**config.mk**
```make
export PLATFORM = sky130hd
export DESIGN_NAME = mem_bist_initiator
export DESIGN_NICKNAME = d
export VERILOG_FILES = /design/src/rtl/mem_bist_initiator.sv
export SDC_FILE = /design/constraint.sdc
export NUM_CORES = 1
export LEC_CHECK = 0
export CORE_MARGIN = 2
export CORE_UTILIZATION = 48
export DETAILED_ROUTE_END_ITERATION = 8
export PLACE_DENSITY = 0.88
export SLEW_MARGIN = 25
export SYNTH_ARGS = -nofsm -noshare
export SYNTH_HDL_FRONTEND = slang
export SYNTH_SLANG_ARGS = --single-unit
export TNS_END_PERCENT = 5
```
**constraint.sdc**
```tcl
create_clock -name clk -period 3.9 [get_ports clk]
set_input_delay 1.17 -clock clk [delete_from_list [all_inputs] [get_ports clk]]
set_output_delay 1.17 -clock clk [all_outputs]
set_load 0.03 [all_outputs]
```
**src/rtl/mem_bist_initiator.sv**
```systemverilog
// Memory self-test initiator on the picorv32 native bus: four write/read passes over NWORDS words,
// counting read mismatches and aborting a request that waits TIMEOUT cycles for mem_ready.
module mem_bist_initiator #(
    parameter logic [31:0] ADDR_BASE = 32'h0000_0000,
    parameter int unsigned NWORDS    = 128,
    parameter logic [31:0] SEED      = 32'h1234_5678,
    parameter int unsigned TIMEOUT   = 1024
) (
    input  logic        clk,
    input  logic        rst,
    input  logic        start,
    output logic        busy,
    output logic        done,
    output logic        pass,
    output logic        timeout,
    output logic [15:0] err_count,
    output logic [31:0] first_err_addr,
    output logic        mem_valid,
    input  logic        mem_ready,
    output logic [31:0] mem_addr,
    output logic [31:0] mem_wdata,
    output logic [3:0]  mem_wstrb,
    input  logic [31:0] mem_rdata
);
    // Handshake: a request is held stable while mem_valid=1 and completes on the first rising edge
    // with mem_valid=1 and mem_ready=1; mem_valid then drops for at least one cycle (GAP), and the
    // next request only starts once mem_ready has been seen low, so a lingering ready never counts.
    localparam int IW = (NWORDS > 1) ? $clog2(NWORDS) : 1;
    localparam int TW = $clog2(TIMEOUT + 1);
    localparam logic [31:0]   BASE     = {ADDR_BASE[31:2], 2'b00};
    localparam logic [IW-1:0] LAST_IDX = IW'(NWORDS - 1);
    localparam logic [TW-1:0] TMO_LAST = TW'(TIMEOUT - 1);

    typedef enum logic [1:0] {IDLE, REQ, GAP, DONE} state_t;

    state_t        state, state_nxt;
    logic [1:0]    phase;
    logic [IW-1:0] idx;
    logic [TW-1:0] tcnt;
    logic [15:0]   idx16;
    logic [31:0]   pat, lane_mask, exp_data;
    logic          accept, tmo_hit, last_word, is_read, mismatch;

    assign idx16     = 16'(idx);
    assign pat       = SEED ^ {~idx16, idx16};
    assign lane_mask = 32'h0000_00FF << {idx16[1:0], 3'b000};
    assign exp_data  = phase[1] ? (pat ^ lane_mask) : pat;
    assign is_read   = phase[0];
    assign mismatch  = is_read && (mem_rdata != exp_data);
    assign accept    = start && ((state == IDLE) || (state == DONE));
    assign tmo_hit   = (state == REQ) && !mem_ready && (tcnt == TMO_LAST);
    assign last_word = (idx == LAST_IDX) && (phase == 2'd3);

    always_ff @(posedge clk or posedge rst) begin
        if (rst) state <= IDLE;
        else     state <= state_nxt;
    end

    always_comb begin
        state_nxt = state;
        case (state)
            IDLE:    if (start) state_nxt = REQ;
            REQ: begin
                if (mem_ready)    state_nxt = last_word ? DONE : GAP;
                else if (tmo_hit) state_nxt = DONE;
            end
            GAP:     if (!mem_ready) state_nxt = REQ;
            DONE:    if (start) state_nxt = REQ;
            default: state_nxt = IDLE;
        endcase
    end

    // Bus outputs are forced to zero outside REQ so reset and idle present a quiet bus.
    always_comb begin
        mem_valid = (state == REQ);
        busy      = (state == REQ) || (state == GAP);
        done      = (state == DONE);
        pass      = (state == DONE) && (err_count == 16'h0000) && !timeout;
        mem_addr  = 32'h0000_0000;
        mem_wdata = 32'h0000_0000;
        mem_wstrb = 4'b0000;
        if (state == REQ) begin
            mem_addr = BASE + 32'({idx16, 2'b00});
            case (phase)
                2'd0: begin
                    mem_wstrb = 4'b1111;
                    mem_wdata = pat;
                end
                2'd2: begin
                    mem_wstrb = 4'b0001 << idx16[1:0];
                    mem_wdata = ~pat;
                end
                default: ;
            endcase
        end
    end

    always_ff @(posedge clk or posedge rst) begin
        if (rst) begin
            phase          <= 2'd0;
            idx            <= '0;
            tcnt           <= '0;
            err_count      <= 16'h0000;
            first_err_addr <= 32'h0000_0000;
            timeout        <= 1'b0;
        end else if (accept) begin
            phase          <= 2'd0;
            idx            <= '0;
            tcnt           <= '0;
            err_count      <= 16'h0000;
            first_err_addr <= 32'h0000_0000;
            timeout        <= 1'b0;
        end else if (state == REQ) begin
            if (mem_ready) begin
                tcnt <= '0;
                if (mismatch) begin
                    if (err_count == 16'h0000) first_err_addr <= mem_addr;
                    if (err_count != 16'hFFFF) err_count <= err_count + 16'h0001;
                end
                if (idx == LAST_IDX) begin
                    idx   <= '0;
                    phase <= phase + 2'd1;
                end else begin
                    idx <= idx + IW'(1);
                end
            end else if (tmo_hit) begin
                tcnt    <= '0;
                timeout <= 1'b1;
            end else begin
                tcnt <= tcnt + TW'(1);
            end
        end else begin
            tcnt <= '0;
        end
    end
endmodule

```
* Word level (Yosys, flattened, before mapping) *
Index checks and enable logic that the tools add are counted.

operators by class
  muxes and demuxes = 38
  shift operators = 2
  $add $sub $neg = 4
  bitwise logic cells = 4
  reductions and logical operators = 28
  eq/ne operators = 13

operators by type and width
  kind                     number
  $mux W32                 7
  $mux W16                 5
  $pmux W32 S2             1
  $mux W11                 4
  $ne A32 B32 Y1           1
  $not A32 Y32             1
  $shl A8 B5 Y32 const A   1
  $xor A32 B32 Y32         1
  $mux W7                  4
  $add A16 B1 Y16 const B  1
  $logic_not A16 Y1        1
  $mux W2                  8
  $ne A16 B16 Y1 const B   1
  $not A7 Y16              1
  $reduce_bool A2 Y1       7
  $not A13 Y13             1
  $add A11 B1 Y11 const B  1
  $eq A11 B10 Y1 const B   1
  $mux W9                  1
  $reduce_and A3 Y1        3
  $eq A2 B2 Y1 const B     4
  $pmux W4 S2              1
  $reduce_and A4 Y1        2
  $add A7 B1 Y7 const B    1
  16 further kinds         30

storage, ports and cells
  logic and storage cells = 96
  output and inout port bits = 121
  register bits after elaboration = 71
  bits of input ports = 36

* Logic depth before layout (Yosys ltp) *
  depth after elaboration = 10
  mapped depth = 11
  mapped depth without buffers = 9

* Least setup slack after synthesis *
OpenSTA, ideal clock, no wires.

  path kind = reg2out
  from = register state[1]
  to = output port mem_wdata[18]
  cell stages (with the launch flop) = 8
  required time = 2.730 ns
  arrival = 2.127 ns
  path buffers = 3
  path slack = 0.603 ns
  cells stage by stage = dfrtp_1 -> inv_1 -> ha_1 -> inv_1 -> clkbuf_1 -> buf_1 -> nor2_1 -> buf_4

on the way
  cells in the longest elaborated chain, start to end = 2

RTL lines
  item                    RTL line  source
  start, declared         36        state_t state, state_nxt;
  start signal, assigned  56        else state <= state_nxt;
  $eq A2 B1 Y1            -
  via mem_valid           18        output logic mem_valid,
  $mux W32                82        if (state == REQ) begin
  end, declared           21        output logic [31:0] mem_wdata,

The timed path passes the listed nets, and every way through them passes these cells.

* Worst setup path in the final report *
  from = register phase[1]
  to = output port mem_wdata[6]

on the way
  cells in the longest elaborated chain, start to end = 3
  elaborated cells between the ends (all ways) = 4
  classes of those cells = eq/ne (1); mux (2); reduce/logical (1)

RTL lines
  item                                                     RTL line  source
  start, declared                                          37        logic [1:0] phase;
  start signal, assigned                                   122       phase <= phase + 2'd1;
  $eq A2 B2 Y1 / $logic_not A2 Y1 (equally long branches)  84        case (phase)
  $pmux W32 S2 *                                           84
  $mux W32 *                                               82

Mark *: on every way between the ends. The rest lies on a longest branch, timed or not.

==> results.yml <==
global_routing:
  grt_start_max_net_pins: 33
  grt_usage_pct: 22.16
  grt_pass1_vias: 3332
  grt_antenna_before_repair: 0
  grt_pass1_wl_mm: 15.81
  overflow: 0
drt:
  drc: 0
  avgRoutedWirePerCell_um: 15.38
  drtIter0Drc: 309
  route.met2.wl_mm: 4.971
  top_layer: "met4"
  drt_wl_total_mm: 9.657
  viasPerCell: 5.355
  route.met3.wl_um: 660
  ant_nets: 0
  first_pass_iters: 4
  met1Wirelength_mm: 3.897
  vias: 3363
cts:
  htreeDepth: 2
  cts_tree: "yes"
  cts_resized: 0
  cts_setup_buffers: 0
  cts.path.max_buffers: 2
  holdBufCountCts: 0
  clkSinkCount: 46
  cts_root_buf: "clkbuf_8"
  clkLatencyLatePin_ns: 0.31
  cts_buffers: 5
  clkTransAtPathRegs_ns: 0.08
cells_and_area:
  diodes: 0
  final_util_pct: 60.95
  nets: 577
  num-fill-cells: 665
  layout-drive-gt1-share_pct: 5.513
  area_growth_pct: 22.50
setup_path:
  critPathMaxFanout: 15
  start_kind: "flop"
  r2r_slack_ns: 1.00
  worstSetupPathType: "reg2out"
  critPathCaptureType: "primary output"
  cp.required_ns: 2.73
  cp.arrival_ns: 2.54
sta:
  max_slew_margin_pct: 56.57
  skew_ns: 0.003894
  maxSlewViolCount: 0
  setup_violations: 0
  fmax_mhz: 269.2
  period_share_pct: 95.24
  finalWorstPathRequiredPeriod_ns: 3.714
  fin_tns_setup_ns: 0
  final_hold_viol_count: 0
  tightest_slew_ns: 0.6471
  rsz0062_at_grt: "no"
pwr:
  powerDensity_nw_per_um2: 542.9
  p_leak_uw: 0.002068
  ir_drop_mv: 0.3533
logic_synthesis:
  synth.yosys.seq_area_share_pct: 29.78
  yosys.area_share.simple_pct: 23.83
  ys.flop_type: "dfrtp_1"
  ys.warnings.count: 0
  synthesis.area_sq_um: 3865
  synthAdderAreaFrac_pct: 5.180
  syn_inst: 447
  synth_xor_area_share_pct: 7.802
  synth_edf_count: 0
  synthMuxAreaShare_pct: 7.025
  synth-seq-cells: 46
  syn_avg_cell_area_sq_um: 8.646
  async_reset_ff_share_pct: 100.0
  synth_compound_area_share_pct: 7.964
  ys_types: 49
  synth_top_family_by_area: "simple AND/OR/NAND/NOR gates"
outcome:
  outcome: "complete, no violations"
floorplan:
  dieArea_sq_um: 8785
  ios: 157
  rows: 32
  die_width_um: 93.73
  initial_core_util_pct: 49.76
  die_h_um: 93.73
  coreArea_sq_um: 7767
place:
  hpwl_mm: 7.284
  io_buffers: 106
  place.gp.congestion: 0.8911
run:
  maxCapViolCount: 0
min_path:
  min_path_type: "reg2reg"
## final timing paths
kind / cells after the start / start / end
hold reg to reg: 1 / tcnt[0] / tcnt[0]
setup reg to reg: 9 / idx[0] / first_err_addr[3]
min in group asynchronous: 2 / rst / err_count[4]
setup / recovery: 5 / phase[1] / mem_wdata[6]
hold / removal: 1 / tcnt[0] / tcnt[0]
max in group asynchronous: 3 / rst / phase[1]
## cells by family after synthesis
kind of cell | after synthesis
mux | 26
buf+inv | 107
other cells | 1
simple gates | 170
xor+xnor | 31
flops | 46
compound gates | 50
fa+ha+maj | 16
## flip-flops by register name, indices dropped and copies added, names as in the netlist
signal,count
phase,2
state,2
err_count,16
tcnt,11
idx,7
timeout,1
first_err_addr,7
## per-layer routing
metal / vias to the layer above / global-route usage (%)
li1: 1582 / -
met1: 1617 / 27.61
met2: 145 / 38.21
met3: 19 / 5.056
met4: 0 / 6.643
met5: - / 0
## metrics by stage
stage | total power (uW) | hold WS (ns) | cell area (sq um) | cells | worst slack, ns
CTS | 2570 | 0.4980 | 4735 | 628 | 0.1907
global route | 2709 | 0.5280 | 4735 | 628 | 0.0006801
floorplan | 1778 | 0.4535 | 4049 | 496 | 0.6035
global placement | 2225 | 0.4690 | 4642 | 620 | 0.6094
detailed placement | 2264 | 0.4847 | 4643 | 620 | 0.4934
finish | 2570 | 0.5036 | 4735 | 628 | 0.1858
## placed cells by master (no fill, tap or decap), types with 14 or more instances in the layout
master / n
nor2_1: 44
mux2i_1: 20
conb_1: 50
nand3_1: 15
inv_1: 15
nand2_1: 27
xor2_1: 14
ha_1: 16
dfrtp_1: 46
clkdlybuf4s50_1: 106
a21oi_1: 18
## cell usage after synthesis (all sizes together) (2+ instances only)
master	number	share of area [%]
nand2b	3	0.49
xnor2	15	3.8
and2	14	2.3
nor4bb	4	1.0
a21oi	18	2.3
and3	15	2.7
ha	16	5.2
nand4	10	1.6
nand4b	3	0.68
clkbuf	11	1.1
inv	16	1.6
o211ai	2	0.39
buf	80	16
nand2	27	2.6
mux2	6	1.8
o31ai	5	0.97
o22ai	2	0.32
dfrtp	46	30
nand3	15	1.9
a31oi	5	0.81
xor2	16	4.0
nor4	4	0.65
or3	5	0.81
o21ai	9	1.2
nor4b	5	1.1
or4	7	1.4
a31o	2	0.45
mux2i	20	5.2
and4	4	0.91
nor2	44	4.3
nor3	9	1.2
## cell type report
class	instances	area, sq um	share of cell area, %
multi-input cells	343	2190	46.25
flip-flops and latches	46	1151	24.31
repair buffers	113	1114	23.52
well taps	102	127.6	2.696
clock buffers	7	86.33	1.823
inverters	16	61.31	1.295
clock inverters	1	5.005	0.1057
## power by group
part | internal, uW | switching (uW) | leakage, uW | total (uW)
Combinational | 624 | 1020 | 0.00139 | 1650
Clock | 143 | 166 | 0.0000482 | 309
Sequential | 526 | 87.6 | 0.000630 | 614
## critical path, cell delays in order (launching register included)
cell             delay [ns]
dfrtp_1                0.54
inv_1                  0.20
ha_1                   0.48
mux2i_1                0.16
nor2_1                 0.15
clkdlybuf4s50_1        0.70
Power figures use the tool's default switching activity.
